==> config.mk <==
export PLATFORM = sky130hd
export DESIGN_NAME = timer32_ctrl_flat
export DESIGN_NICKNAME = d
export VERILOG_FILES = /design/src/rtl/timer32_pkg.sv /design/src/rtl/timer32_ctrl_if.sv /design/src/rtl/timer32_prescaler.sv /design/src/rtl/timer32_ctrl.sv /design/src/flat_wrapper.sv
export SDC_FILE = /design/constraint.sdc
export NUM_CORES = 1
export LEC_CHECK = 0
export CORE_ASPECT_RATIO = 1.4
export CORE_UTILIZATION = 57
export DETAILED_ROUTE_END_ITERATION = 12
export HOLD_SLACK_MARGIN = 0.03
export PLACE_DENSITY = 0.95
export SYNTH_ARGS = -nofsm -noshare
export SYNTH_HDL_FRONTEND = slang
export SYNTH_HIERARCHICAL = 1
export SYNTH_SLANG_ARGS = --single-unit
export TNS_END_PERCENT = 30
==> constraint.sdc <==
create_clock -name PCLK -period 8.55 [get_ports PCLK]
set_input_delay 2.565 -clock PCLK [delete_from_list [all_inputs] [get_ports PCLK]]
set_output_delay 2.565 -clock PCLK [all_outputs]
set_load 0.005 [all_outputs]
==> src/rtl/timer32_pkg.sv <==
// timer32 shared types: FSM encoding, default widths, reset value.
// DONE is only reachable when TIMER32_ONESHOT_EN is defined.
package timer32_pkg;

  localparam int TMR_W_DEF = 32;
  localparam int PRE_W_DEF = 32;

  localparam logic [31:0] TMR_RESET_VAL = 32'd0;

  typedef enum logic [1:0] {
    IDLE = 2'd0,
    LOAD = 2'd1,
    RUN  = 2'd2,
    DONE = 2'd3
  } state_e;

endpackage

==> src/rtl/timer32_ctrl_if.sv <==
// Register-block <-> timer32_ctrl field bundle.
// TMRONESHOT exists only when TIMER32_ONESHOT_EN is defined.
import timer32_pkg::*;

interface timer32_ctrl_if #(
  parameter int TMR_W = TMR_W_DEF,
  parameter int PRE_W = PRE_W_DEF
);

  logic [PRE_W-1:0] PRE;
  logic [TMR_W-1:0] TMRCMP;
  logic             TMREN;
  logic             TMROVCLR;
`ifdef TIMER32_ONESHOT_EN
  logic             TMRONESHOT;
`endif
  logic [TMR_W-1:0] TMR;
  logic             TMROV;
  logic             TMRTICK;

  modport master (
    output PRE,
    output TMRCMP,
    output TMREN,
    output TMROVCLR,
`ifdef TIMER32_ONESHOT_EN
    output TMRONESHOT,
`endif
    input  TMR,
    input  TMROV,
    input  TMRTICK
  );

  modport slave (
    input  PRE,
    input  TMRCMP,
    input  TMREN,
    input  TMROVCLR,
`ifdef TIMER32_ONESHOT_EN
    input  TMRONESHOT,
`endif
    output TMR,
    output TMROV,
    output TMRTICK
  );

endinterface

==> src/rtl/timer32_prescaler.sv <==
// Prescaler: free-running pcnt, tick when pcnt >= PRE.
// The >= keeps a mid-run PRE decrease from overrunning.
import timer32_pkg::*;

module timer32_prescaler #(
  parameter int PRE_W = PRE_W_DEF
) (
  input  logic             PCLK,
  input  logic             PRESET,
  input  logic             clear,
  input  logic             run,
  input  logic [PRE_W-1:0] pre,
  output logic             tick
);

  logic [PRE_W-1:0] pcnt;

  assign tick = run && (pcnt >= pre);

  always_ff @(posedge PCLK) begin
    if (PRESET) begin
      pcnt <= '0;
    end else if (clear) begin
      pcnt <= '0;
    end else if (run) begin
      pcnt <= tick ? '0 : pcnt + PRE_W'(1);
    end
  end

endmodule

==> src/rtl/timer32_ctrl.sv <==
// TIMER32 counting engine: FSM, counter, sticky overflow, clear edge.
// Optional one-shot mode (DONE state): define TIMER32_ONESHOT_EN.
import timer32_pkg::*;

module timer32_ctrl #(
  parameter int TMR_W = TMR_W_DEF,
  parameter int PRE_W = PRE_W_DEF
) (
  input logic           PCLK,
  input logic           PRESET,
  timer32_ctrl_if.slave bus
);

  localparam logic [1:0] ST_IDLE = IDLE;
  localparam logic [1:0] ST_LOAD = LOAD;
  localparam logic [1:0] ST_RUN  = RUN;
`ifdef TIMER32_ONESHOT_EN
  localparam logic [1:0] ST_DONE = DONE;
`endif

  logic [1:0]       state_q;
  logic [1:0]       state_d;
  logic [TMR_W-1:0] tmr_q;
  logic             ov_q;
  logic             tick_q;
  logic             clr_q;
  logic             run;
  logic             tick;
  logic             wrap;
  logic             clr_edge;

  assign run      = (state_q == ST_RUN) && bus.TMREN;
  assign wrap     = tick && (tmr_q >= bus.TMRCMP);
  assign clr_edge = bus.TMROVCLR && !clr_q;

  timer32_prescaler #(
    .PRE_W (PRE_W)
  ) u_prescaler (
    .PCLK   (PCLK),
    .PRESET (PRESET),
    .clear  (state_q == ST_LOAD),
    .run    (run),
    .pre    (bus.PRE),
    .tick   (tick)
  );

  always_comb begin
    state_d = state_q;
    unique case (state_q)
      ST_IDLE: begin
        if (bus.TMREN) state_d = ST_LOAD;
      end
      ST_LOAD: begin
        state_d = bus.TMREN ? ST_RUN : ST_IDLE;
      end
      ST_RUN: begin
        if (!bus.TMREN) state_d = ST_IDLE;
`ifdef TIMER32_ONESHOT_EN
        else if (wrap && bus.TMRONESHOT)
          state_d = ST_DONE;
`endif
      end
`ifdef TIMER32_ONESHOT_EN
      ST_DONE: begin
        if (!bus.TMREN) state_d = ST_IDLE;
      end
`endif
      default: state_d = ST_IDLE;
    endcase
  end

  always_ff @(posedge PCLK) begin
    if (PRESET) begin
      state_q <= ST_IDLE;
      tmr_q   <= TMR_W'(TMR_RESET_VAL);
      ov_q    <= 1'b0;
      tick_q  <= 1'b0;
      clr_q   <= 1'b0;
    end else begin
      state_q <= state_d;
      clr_q   <= bus.TMROVCLR;
      tick_q  <= tick;
      if (state_q == ST_LOAD) begin
        tmr_q <= TMR_W'(TMR_RESET_VAL);
      end else if (tick) begin
        tmr_q <= wrap ? '0 : tmr_q + TMR_W'(1);
      end
      // overflow set beats a coincident clear edge
      if (wrap) begin
        ov_q <= 1'b1;
      end else if (clr_edge) begin
        ov_q <= 1'b0;
      end
    end
  end

  assign bus.TMR     = tmr_q;
  assign bus.TMROV   = ov_q;
  assign bus.TMRTICK = tick_q;

endmodule

==> src/flat_wrapper.sv <==
// flat-port wrapper written by rule: the top's interface ports become plain ports
module timer32_ctrl_flat 
#(
  parameter int TMR_W = TMR_W_DEF,
  parameter int PRE_W = PRE_W_DEF
)
  (PCLK, PRESET, bus_PRE, bus_TMRCMP, bus_TMREN, bus_TMROVCLR, bus_TMR, bus_TMROV, bus_TMRTICK);
  timer32_ctrl_if #(.TMR_W(TMR_W), .PRE_W(PRE_W)) bus_i ();
  input logic PCLK;
  input logic PRESET;
  input wire logic [$bits(bus_i.PRE)-1:0] bus_PRE;
  input wire logic [$bits(bus_i.TMRCMP)-1:0] bus_TMRCMP;
  input wire logic [$bits(bus_i.TMREN)-1:0] bus_TMREN;
  input wire logic [$bits(bus_i.TMROVCLR)-1:0] bus_TMROVCLR;
  output wire logic [$bits(bus_i.TMR)-1:0] bus_TMR;
  output wire logic [$bits(bus_i.TMROV)-1:0] bus_TMROV;
  output wire logic [$bits(bus_i.TMRTICK)-1:0] bus_TMRTICK;
  assign bus_i.PRE = bus_PRE;
  assign bus_i.TMRCMP = bus_TMRCMP;
  assign bus_i.TMREN = bus_TMREN;
  assign bus_i.TMROVCLR = bus_TMROVCLR;
  assign bus_TMR = bus_i.TMR;
  assign bus_TMROV = bus_i.TMROV;
  assign bus_TMRTICK = bus_i.TMRTICK;
  timer32_ctrl #(.TMR_W(TMR_W), .PRE_W(PRE_W)) u_core (.PCLK(PCLK), .PRESET(PRESET), .bus(bus_i));
endmodule
# --- Yosys cells after proc, flatten, opt, wreduce, memory -nomap -nowiden ---
# Cells that the tools add are included.
# W data, S select, Z words.
word_totals:
  reg_bits: 69
  latch_bits: 0
  ramBits: 0
  mem_bits_ro: 0
  input_bits: 68
  out_inout_bits: 34
  wordCells: 31
  n_memories: 0
classes:
  n_addsub: 2
  mul: 0
  n_div: 0
  magnitude_cmp: 2
  eq_ne: 4
  shift: 0
  n_mux: 8
  bitwise_logic: 0
  n_reduce_logical: 9
ops:
  columns: ["op", "n"]
  rows:
  - ["$add A32 B1 Y32 const B", 2]
  - ["$ge A32 B32 Y1", 2]
  - ["$mux W32", 2]
  - ["$mux W2", 3]
  - ["$pmux W2 S3", 1]
  - ["$logic_and A1 B1 Y1", 4]
  - ["$ne A2 B2 Y1 const B", 2]
  - ["$eq A2 B1 Y1 const B", 1]
  - ["$eq A2 B2 Y1 const B", 1]
  - ["$logic_not A2 Y1", 1]
  - ["$mux W1", 2]
  - ["$reduce_and A2 Y1", 1]
  - ["$reduce_bool A2 Y1", 1]
  - ["$reduce_or A2 Y1", 1]
  - ["$logic_not A1 Y1", 1]

# --- Logic depth before layout (Yosys ltp) ---
# Gate-level depths: netlist of the first run.
logic_depth:
  ltp_word: 5
  ltp_mapped: 14
  ltp_nobuf: 13

# --- By module ---
# Netlist of the first run, hierarchy kept.
modules_own_cells:
  columns: ["module", "instances", "cells_each", "area_per_inst_um2"]
  rows:
  - ["timer32_ctrl", 1, 294, 2524.9]
  - ["timer32_prescaler", 1, 288, 2477.4]

# --- Worst setup path before layout of the first run ---
# No wires, ideal clock.
synth_timing:
  kind: "input to register"
  from: "in bus_PRE[14]"
  to: "reg u_core.tmr_q[24] (netlist: u_core/bus.TMR[24])"
  setup_ps: 116
  arrival_ps: 5537
  required_ps: 8434
  slack_ps: 2897
  path_stages: 13
  path_buffers: 1
  cell_sequence: "inv_1 -> ha_1 -> nand4_1 -> or2_2 -> a2111oi_2 -> o41ai_2 -> a21oi_2 -> buf_2 -> nand4_1 -> nor4_2 -> nand4_1 -> xnor2_1 -> and3_1"
synth_via:
  elab_chain_cells: 4
synth_lines:
  columns: ["element", "line_no", "rtl"]
  rows:
  - ["start: declaration", "flat_wrapper.sv:11", "input wire logic [$bits(bus_i.PRE)-1:0] bus_PRE;"]
  - ["$ge A32 B32 Y1 *", "timer32_prescaler.sv:18", "assign tick = run && (pcnt >= pre);"]
  - ["$logic_and A1 B1 Y1 *", "timer32_prescaler.sv:18", null]
  - ["named net u_core.tick", "timer32_ctrl.sv:28", "logic tick;"]
  - ["$logic_and A1 B1 Y1", "timer32_ctrl.sv:33", "assign wrap = tick && (tmr_q >= bus.TMRCMP);"]
  - ["$mux W32", "timer32_ctrl.sv:86", "tmr_q <= wrap ? '0 : tmr_q + TMR_W'(1);"]
  - ["end signal: assignment", "timer32_ctrl.sv:75", "tmr_q <= TMR_W'(TMR_RESET_VAL);"]
  - ["end signal: assignment", "timer32_ctrl.sv:84", "tmr_q <= TMR_W'(TMR_RESET_VAL);"]
  - ["end signal: assignment", "timer32_ctrl.sv:86", null]
  - ["end: declaration", "timer32_ctrl.sv:23", "logic [TMR_W-1:0] tmr_q;"]
# Mark *: on every way through the listed nets, which the timed path passes. The rest lies on a longest branch.
# A chain may end at the register's enable or synchronous reset.

# --- Worst setup path after layout of the first run ---
layout_timing:
  from: "in bus_PRE[31]"
  to: "reg u_core.tmr_q[30] (netlist: u_core/bus.TMR[30])"
# Same word-level chain as after synthesis.

==> impl_metrics.prom, run 1 <==
# TYPE chip_impl_metric gauge
chip_impl_info{name="outcome",value="finished, final reports clean"} 1
chip_impl_info{name="critical_path.cell_chain",value="clkdlybuf4s50_1 > inv_1 > ha_1 > nand4_1 > nor4_1 > o41ai_2 > a21oi_4 > nand4_1 > nor4_2 > nand4_1 > xnor2_1 > and3_1"} 1
chip_impl_metric{name="final_cell_count_no_fill",unit=""} 790
chip_impl_metric{name="synth.ff_latch_count",unit=""} 69
chip_impl_metric{name="cp.required",unit="ns"} 8.77
chip_impl_metric{name="core_area",unit="µm²"} 8560
chip_impl_metric{name="antenna_violations_before_repair",unit=""} 0
chip_impl_metric{name="routed_wire_length_per_instance",unit="µm"} 17.6
chip_impl_metric{name="syn_inst",unit=""} 582
chip_impl_info{name="end_kind",value="flip-flop"} 1
chip_impl_metric{name="power_density",unit="nW/µm²"} 116
chip_impl_metric{name="fin_nets",unit=""} 814
chip_impl_metric{name="mappedNetlistArea",unit="µm²"} 5000
chip_impl_metric{name="cts_made_buffers",unit=""} 9
chip_impl_metric{name="max_clock_freq",unit="MHz"} 159
chip_impl_info{name="critical_path.most_common_cell",value="nand4_1"} 1
chip_impl_metric{name="count_of_h_tree_levels_built_during_cts",unit=""} 3
chip_impl_metric{name="yosysWarnings",unit=""} 6
chip_impl_metric{name="yosys.cell_types.count",unit=""} 56
chip_impl_metric{name="final_period_minus_worst_setup_slack",unit="ns"} 6.28
chip_impl_info{name="worst_path_class_setup",value="in -> reg"} 1
chip_impl_metric{name="dpl_worst_slack",unit="ns"} 2.15
chip_impl_metric{name="tightestPinTransition",unit="ns"} 0.849
chip_impl_metric{name="placement.cell_area",unit="µm²"} 6080
chip_impl_metric{name="global_route.overflow_total",unit=""} 0
chip_impl_info{name="ys_dominant_reg_cell",value="dfxtp_1"} 1
chip_impl_info{name="start_kind",value="input pin"} 1
chip_impl_metric{name="max_cap_viol_count",unit=""} 0
chip_impl_metric{name="die-height",unit="µm"} 113
chip_impl_info{name="rsz0062_at_grt",value="no"} 1
chip_impl_metric{name="finish.instance_area",unit="µm²"} 6350
chip_impl_info{name="critPathSlowestCell",value="nor4_2"} 1
chip_impl_metric{name="routed_via_density",unit=""} 6.32
chip_impl_info{name="final_cell_mix",value="clkdlybuf4s50_1, inv_1, dfxtp_1, ha_1, nand2_1"} 1
chip_impl_metric{name="gp_routability_congestion",unit=""} 0.835
chip_impl_metric{name="placed_cells_incl_taps",unit=""} 774
chip_impl_metric{name="n_antenna_cell",unit=""} 0
chip_impl_metric{name="dpl.hpwl",unit="mm"} 10.1
chip_impl_metric{name="fin_tns_setup",unit="ns"} 0
chip_impl_metric{name="layout-drive-gt1-share",unit="%"} 7.15
chip_impl_metric{name="drtIter0Drc",unit=""} 403
chip_impl_metric{name="max_stage_delay",unit="ns"} 0.84
chip_impl_metric{name="grt_first_pass_wirelength",unit="mm"} 22.4
chip_impl_metric{name="clockBufferDepth",unit=""} 2
chip_impl_metric{name="critical_path_peak_fanout",unit=""} 9
chip_impl_metric{name="chipWidth",unit="µm"} 81.2
chip_impl_metric{name="cts_hold_repair.buffers",unit=""} 0
chip_impl_metric{name="synth_area_per_cell",unit="µm²"} 8.60
chip_impl_metric{name="postSynth.asyncResetShare",unit="%"} 0
chip_impl_metric{name="cts_post_setup_buffers_inserted",unit=""} 0
chip_impl_metric{name="remaining_drc_errors",unit=""} 0
chip_impl_metric{name="placementRows",unit=""} 40
chip_impl_metric{name="total_leakage_power",unit="nW"} 2.80
chip_impl_metric{name="post_cts_resized",unit=""} 0
chip_impl_metric{name="setup_viol",unit=""} 0
chip_impl_metric{name="initial_core_utilization",unit="%"} 58.5
chip_impl_info{name="ctsRootBufferMaster",value="clkbuf_16"} 1
chip_impl_metric{name="buffer_ports.inserted",unit=""} 101
chip_impl_metric{name="slew_violations",unit=""} 0
chip_impl_metric{name="grt_pass1_vias",unit=""} 5096
chip_impl_info{name="hold_path.class",value="reg -> reg"} 1
chip_impl_metric{name="drtPass1Iterations",unit=""} 5
chip_impl_metric{name="clk_latency",unit="ns"} 0.33
chip_impl_metric{name="postSynthNetCount",unit=""} 716
chip_impl_metric{name="routed_wirelength",unit="mm"} 13.9
chip_impl_metric{name="slew_limit_headroom",unit="%"} 42.9
chip_impl_metric{name="grtUsageTotal",unit="%"} 31.4
chip_impl_metric{name="route.vias.total",unit=""} 4992
chip_impl_metric{name="die_area",unit="µm²"} 9160
chip_impl_metric{name="count_of_endpoints_failing_hold_in_the_final_timing_report",unit=""} 0
chip_impl_metric{name="critPathArrivalTime",unit="ns"} 6.51
chip_impl_metric{name="timing.hold.ws",unit="ns"} 0.482
chip_impl_metric{name="postLayoutSetupSlackWorst",unit="ns"} 2.27
chip_impl_metric{name="grt_start_max_net_pins",unit=""} 40
chip_impl_info{name="tritoncts",value="built"} 1
chip_impl_metric{name="synth_enable_flop_cells",unit=""} 0
chip_impl_info{name="layout_commonest_cell",value="clkdlybuf4s50_1"} 1
chip_impl_metric{name="clock-skew-final",unit="ns"} 0.00786
chip_impl_metric{name="flow.area_growth_from_synthesis",unit="%"} 27.0
chip_impl_metric{name="clock_pin_slew_of_the_registers_on_the_worst_case_setup_and_hold_paths",unit="ns"} 0.06
chip_impl_metric{name="final.period_utilization",unit="%"} 73.5
chip_impl_metric{name="clock-sinks",unit=""} 69
chip_impl_metric{name="worst_voltage_drop_across_the_vdd_grid",unit="µV"} 105
chip_impl_metric{name="post_synthesis_sequential_area_ratio",unit="%"} 27.6
chip_impl_metric{name="floorplan.io_pins",unit=""} 102
chip_impl_metric{name="postRouteAntennaNets",unit=""} 0
through the flow:
| step | power [mW] | util [%] |
|---|---|---|
| after floorplan | 0.361 | - |
| after global placement | 0.399 | 71.0 |
| after detailed placement | 0.403 | 71.0 |
| after CTS | 0.739 | 74.2 |
| after global routing | 0.765 | 74.2 |
| final | 0.740 | 74.2 |
metal layers:
layer  part of all wire, %  up-vias  track usage [%]
met5                     0        -                0
met4                   5.5        0             21.3
met3                   6.7       79             7.10
met2                    53      284             56.9
met1                    35     2343             30.5
li1                      -     2286                -
cells by family (layout without fill, tap and decap cells):
kind of cell | Yosys count | after routing | share of synthesized area [%]
simple gates | 236 | 236 | 28.6
fa+ha+maj | 66 | 66 | 16.5
buf+inv | 89 | 192 | 7.48
flops | 69 | 69 | 27.6
xor+xnor | 56 | 56 | 9.80
compound gates | 66 | 66 | 10.0
flip-flops by register name, summed over array words and instances (netlist names):
signal / count
u_core/state_q: 2
u_core/u_prescaler/pcnt: 32
u_core/clr_q: 1
u_core/bus.TMRTICK: 1
u_core/bus.TMR: 32
u_core/bus.TMROV: 1
synth_stat cells, types with 6 or more instances:
cell / number / share of area [%]
nand4_1: 30 / 3.8
nor2b_1: 6 / 0.75
nor2_1: 22 / 1.7
a21oi_1: 24 / 2.4
nand3_1: 25 / 2.5
nor4_2: 10 / 2.5
nand2_1: 39 / 2.9
clkbuf_1: 10 / 0.75
nor4_1: 27 / 3.4
ha_1: 66 / 17
inv_1: 71 / 5.3
xnor2_1: 36 / 6.3
o21ai_0: 10 / 1.0
and3_1: 35 / 4.4
dfxtp_1: 69 / 28
xor2_1: 20 / 3.5
nor3_1: 8 / 0.80
critical path, delay by kind of cell:
kind                     cells  cell delay, ns
AO/OA/AOI/OAI                2            0.52
XOR/XNOR                     1            0.18
adder cells (fa/ha/maj)      1            0.31
buffers and inverters        2            0.52
AND/OR/NAND/NOR              6            2.39
path summary, 6_finish.rpt:
path                                            startpoint                               to  slack, ns  cells after the start
setup / recovery                               bus_PRE[31]  u_core/bus.TMR[30]$_SDFFE_PP0P_       2.27                     12
hold / removal               u_core/bus.TMROV$_SDFFE_PP0P_    u_core/bus.TMROV$_SDFFE_PP0P_       0.48                      2
setup reg to reg  u_core/u_prescaler/pcnt[22]$_SDFFE_PP0P_  u_core/bus.TMR[30]$_SDFFE_PP0P_       4.63                     10
hold reg to reg              u_core/bus.TMROV$_SDFFE_PP0P_    u_core/bus.TMROV$_SDFFE_PP0P_       0.48                      2
report_power, final:
group / switching, mW / internal (mW) / total, mW
clock: 0.147 / 0.196 / 0.343
sequential: 0.000692 / 0.322 / 0.323
combinational: 0.0329 / 0.0408 / 0.0737
area by class of cell:
type | instances | area, µm²
Clock buffer | 9 | 225
Clock inverter | 7 | 51.3
Fill cell | 558 | 2200
Inverter | 71 | 267
Multi-Input combinational cell | 424 | 3260
Sequential cell | 69 | 1380
Tap cell | 105 | 131
Timing Repair Buffer | 105 | 1040
Power figures use the tool's default switching activity.
==> run 2, diff against run 1 <==
CORE_UTILIZATION = 47   (was 57)
PLACE_DENSITY = 0.85   (was 0.95)
clock period = 5.3 ns   (was 8.55 ns; I/O delays follow)
==> run 2 against run 1 <==
- critical path depth is 2 higher
- worst setup slack worse by 1.8 ns
- clock power is 120% higher
- design area is 2.6% higher
- combinational power is 59% higher
- via count is 5.5% lower
- flip-flop and latch count stayed put
- count of clock-buffer cells in the layout is 1 higher
- first-iteration DRC count is 43% lower
- utilization is 11 points lower
- final cell count is 4.7% higher
- critical path type unchanged
==> impl_metrics.prom, run 2 (same netlist as run 1, synthesis figures left out) <==
# TYPE chip_impl_metric gauge
chip_impl_metric{name="clock-sinks",unit=""} 69
chip_impl_metric{name="n_antenna_cell",unit=""} 0
chip_impl_metric{name="grt_start_max_net_pins",unit=""} 32
chip_impl_metric{name="clock_pin_slew_of_the_registers_on_the_worst_case_setup_and_hold_paths",unit="ns"} 0.06
chip_impl_metric{name="power_density",unit="nW/µm²"} 213
chip_impl_metric{name="chipWidth",unit="µm"} 89.2
chip_impl_metric{name="routed_wire_length_per_instance",unit="µm"} 16.2
chip_impl_metric{name="tightestPinTransition",unit="ns"} 0.819
chip_impl_metric{name="grtUsageTotal",unit="%"} 26.3
chip_impl_metric{name="grt_first_pass_wirelength",unit="mm"} 22.1
chip_impl_metric{name="gp_routability_congestion",unit=""} 0.880
chip_impl_metric{name="multi_input_gate_area",unit="µm²"} 3260
chip_impl_metric{name="net-switching-power",unit="µW"} 281
chip_impl_metric{name="core_area",unit="µm²"} 10300
chip_impl_info{name="tritoncts",value="built"} 1
chip_impl_metric{name="routed_via_density",unit=""} 5.70
chip_impl_metric{name="cts_hold_repair.buffers",unit=""} 0
chip_impl_metric{name="placementRows",unit=""} 44
chip_impl_metric{name="cts_post_setup_buffers_inserted",unit=""} 0
chip_impl_metric{name="postRouteAntennaNets",unit=""} 0
chip_impl_metric{name="clk_latency",unit="ns"} 0.34
chip_impl_metric{name="critPathArrivalTime",unit="ns"} 5.05
chip_impl_metric{name="routed_wirelength",unit="mm"} 13.4
chip_impl_metric{name="worst_voltage_drop_across_the_vdd_grid",unit="µV"} 168
chip_impl_metric{name="total_leakage_power",unit="nW"} 2.88
chip_impl_metric{name="fill_cells",unit=""} 887
chip_impl_metric{name="cts_made_buffers",unit=""} 9
chip_impl_metric{name="final_period_minus_worst_setup_slack",unit="ns"} 4.81
chip_impl_info{name="worst_path_class_setup",value="in -> reg"} 1
chip_impl_info{name="final_cell_mix",value="clkdlybuf4s50_1, inv_1, dfxtp_1, ha_1, nand2_1"} 1
chip_impl_metric{name="seqPwrFrac",unit="%"} 37.6
chip_impl_metric{name="max_clock_freq",unit="MHz"} 208
chip_impl_info{name="rsz0062_at_grt",value="no"} 1
chip_impl_metric{name="final.period_utilization",unit="%"} 90.8
chip_impl_metric{name="max_cap_viol_count",unit=""} 0
chip_impl_metric{name="slew_limit_headroom",unit="%"} 45.2
chip_impl_metric{name="fin_nets",unit=""} 818
chip_impl_metric{name="post_cts_resized",unit=""} 0
chip_impl_info{name="layout_commonest_cell",value="clkdlybuf4s50_1"} 1
chip_impl_info{name="outcome",value="finished, final reports clean"} 1
chip_impl_metric{name="global_route.overflow_total",unit=""} 0
chip_impl_info{name="ctsRootBufferMaster",value="clkbuf_16"} 1
chip_impl_metric{name="cp.required",unit="ns"} 5.53
chip_impl_metric{name="setup_viol",unit=""} 0
chip_impl_metric{name="count_of_endpoints_failing_hold_in_the_final_timing_report",unit=""} 0
chip_impl_metric{name="cell_internal_pwr",unit="mW"} 1.11
chip_impl_metric{name="grt_pass1_vias",unit=""} 4811
chip_impl_info{name="start_kind",value="input pin"} 1
chip_impl_metric{name="count_of_h_tree_levels_built_during_cts",unit=""} 3
chip_impl_metric{name="drtPass1Iterations",unit=""} 5
chip_impl_metric{name="fin_tns_setup",unit="ns"} 0
chip_impl_info{name="end_kind",value="flip-flop"} 1
chip_impl_info{name="hold_path.class",value="reg -> reg"} 1
chip_impl_metric{name="rrSetupSlack",unit="ns"} 1.83
chip_impl_metric{name="flow.area_growth_from_synthesis",unit="%"} 30.4
chip_impl_metric{name="route.vias.total",unit=""} 4718
chip_impl_metric{name="remaining_drc_errors",unit=""} 0
chip_impl_metric{name="die-height",unit="µm"} 124
chip_impl_metric{name="clock-skew-final",unit="ns"} 0.00717
chip_impl_metric{name="pwr-share-clk",unit="%"} 53.9
chip_impl_metric{name="drtIter0Drc",unit=""} 231
chip_impl_metric{name="antenna_violations_before_repair",unit=""} 0
chip_impl_metric{name="final_power",unit="mW"} 1.39
chip_impl_metric{name="slew_violations",unit=""} 0
chip_impl_metric{name="initial_core_utilization",unit="%"} 48.3
chip_impl_metric{name="dpl.hpwl",unit="mm"} 10.3
chip_impl_metric{name="power.switching_fraction",unit="%"} 20.3
chip_impl_metric{name="layout-drive-gt1-share",unit="%"} 7.69
chip_impl_metric{name="floorplan.io_pins",unit=""} 102
chip_impl_metric{name="buffer_ports.inserted",unit=""} 101
chip_impl_metric{name="timing.hold.ws",unit="ns"} 0.487
chip_impl_metric{name="gate_power_share",unit="%"} 8.5
chip_impl_metric{name="layout.area.seq",unit="µm²"} 1380
chip_impl_metric{name="clockBufferDepth",unit=""} 2
chip_impl_metric{name="critical_path_peak_fanout",unit=""} 9
chip_impl_metric{name="die_area",unit="µm²"} 11100
run 2: cell types whose count changed in the layout (fill, tap and decap cells not counted), sizes merged:
cell	change
clkinvlp	-5
buf	+4
bufinv	+4
clkbuf	+1
clkinv	+1
inv	-1
run 2: layout make-up:
cell class,count,area share [%]
inverter,71,4.09
sequential,69,21.2
multi-input combinational,424,49.9
clock inverter,6,2.05
timing repair buffer,109,16.4
clock buffer,10,3.66
tap,138,2.65
run 2: worst paths after layout:
check / start / end / cells past startpoint
hold / removal: u_core/state_q[0]$_SDFFE_PP0P_ / u_core/state_q[0]$_SDFFE_PP0P_ / 1
setup reg to reg: u_core/u_prescaler/pcnt[14]$_SDFFE_PP0P_ / u_core/bus.TMR[24]$_SDFFE_PP0P_ / 12
hold reg to reg: u_core/state_q[0]$_SDFFE_PP0P_ / u_core/state_q[0]$_SDFFE_PP0P_ / 1
setup / recovery: bus_PRE[14] / u_core/bus.TMR[24]$_SDFFE_PP0P_ / 14
run 2: per-stage QoR:
stage | instances | area (µm²) | setup slack [ns] | utilization, %
final | 827 | 6520 | 0.487 | 63.0
after global routing | 827 | 6520 | 0.225 | 63.0
after CTS | 827 | 6520 | 0.473 | 63.0
after detailed placement | 811 | 6150 | 0.164 | 59.4
after global placement | 811 | 6150 | 0.341 | 59.4
after floorplan | 582 | 5000 | 0.622 | -
run 2: power by group through the flow:
stage               registers (mW)  logic [mW]  clock network, mW
finish                       0.521       0.117              0.748
global route                 0.521       0.131              0.781
CTS                          0.521       0.117              0.758
detailed placement           0.533       0.116                  0
global placement             0.532       0.111                  0
floorplan                    0.532      0.0509                  0
run 2: per-layer routing:
metal / wire [µm] / global-route usage [%]
met1: 4840 / 25.9
met2: 7300 / 49.7
met3: 776 / 5.70
met4: 487 / 14.8
met5: 0 / 0
run 2: worst max-delay path, stage by stage:
cell and delay, ns:
clkdlybuf4s50_1 0.46, inv_1 0.04, ha_1 0.31, nand4_1 0.16, or2_2 0.35, a2111oi_2 0.41, o41ai_2 0.18, a21oi_4 0.27
nand4_1 0.28, nor4_2 0.33, buf_4 0.21, nand4_1 0.14, xnor2_1 0.15, and3_1 0.17
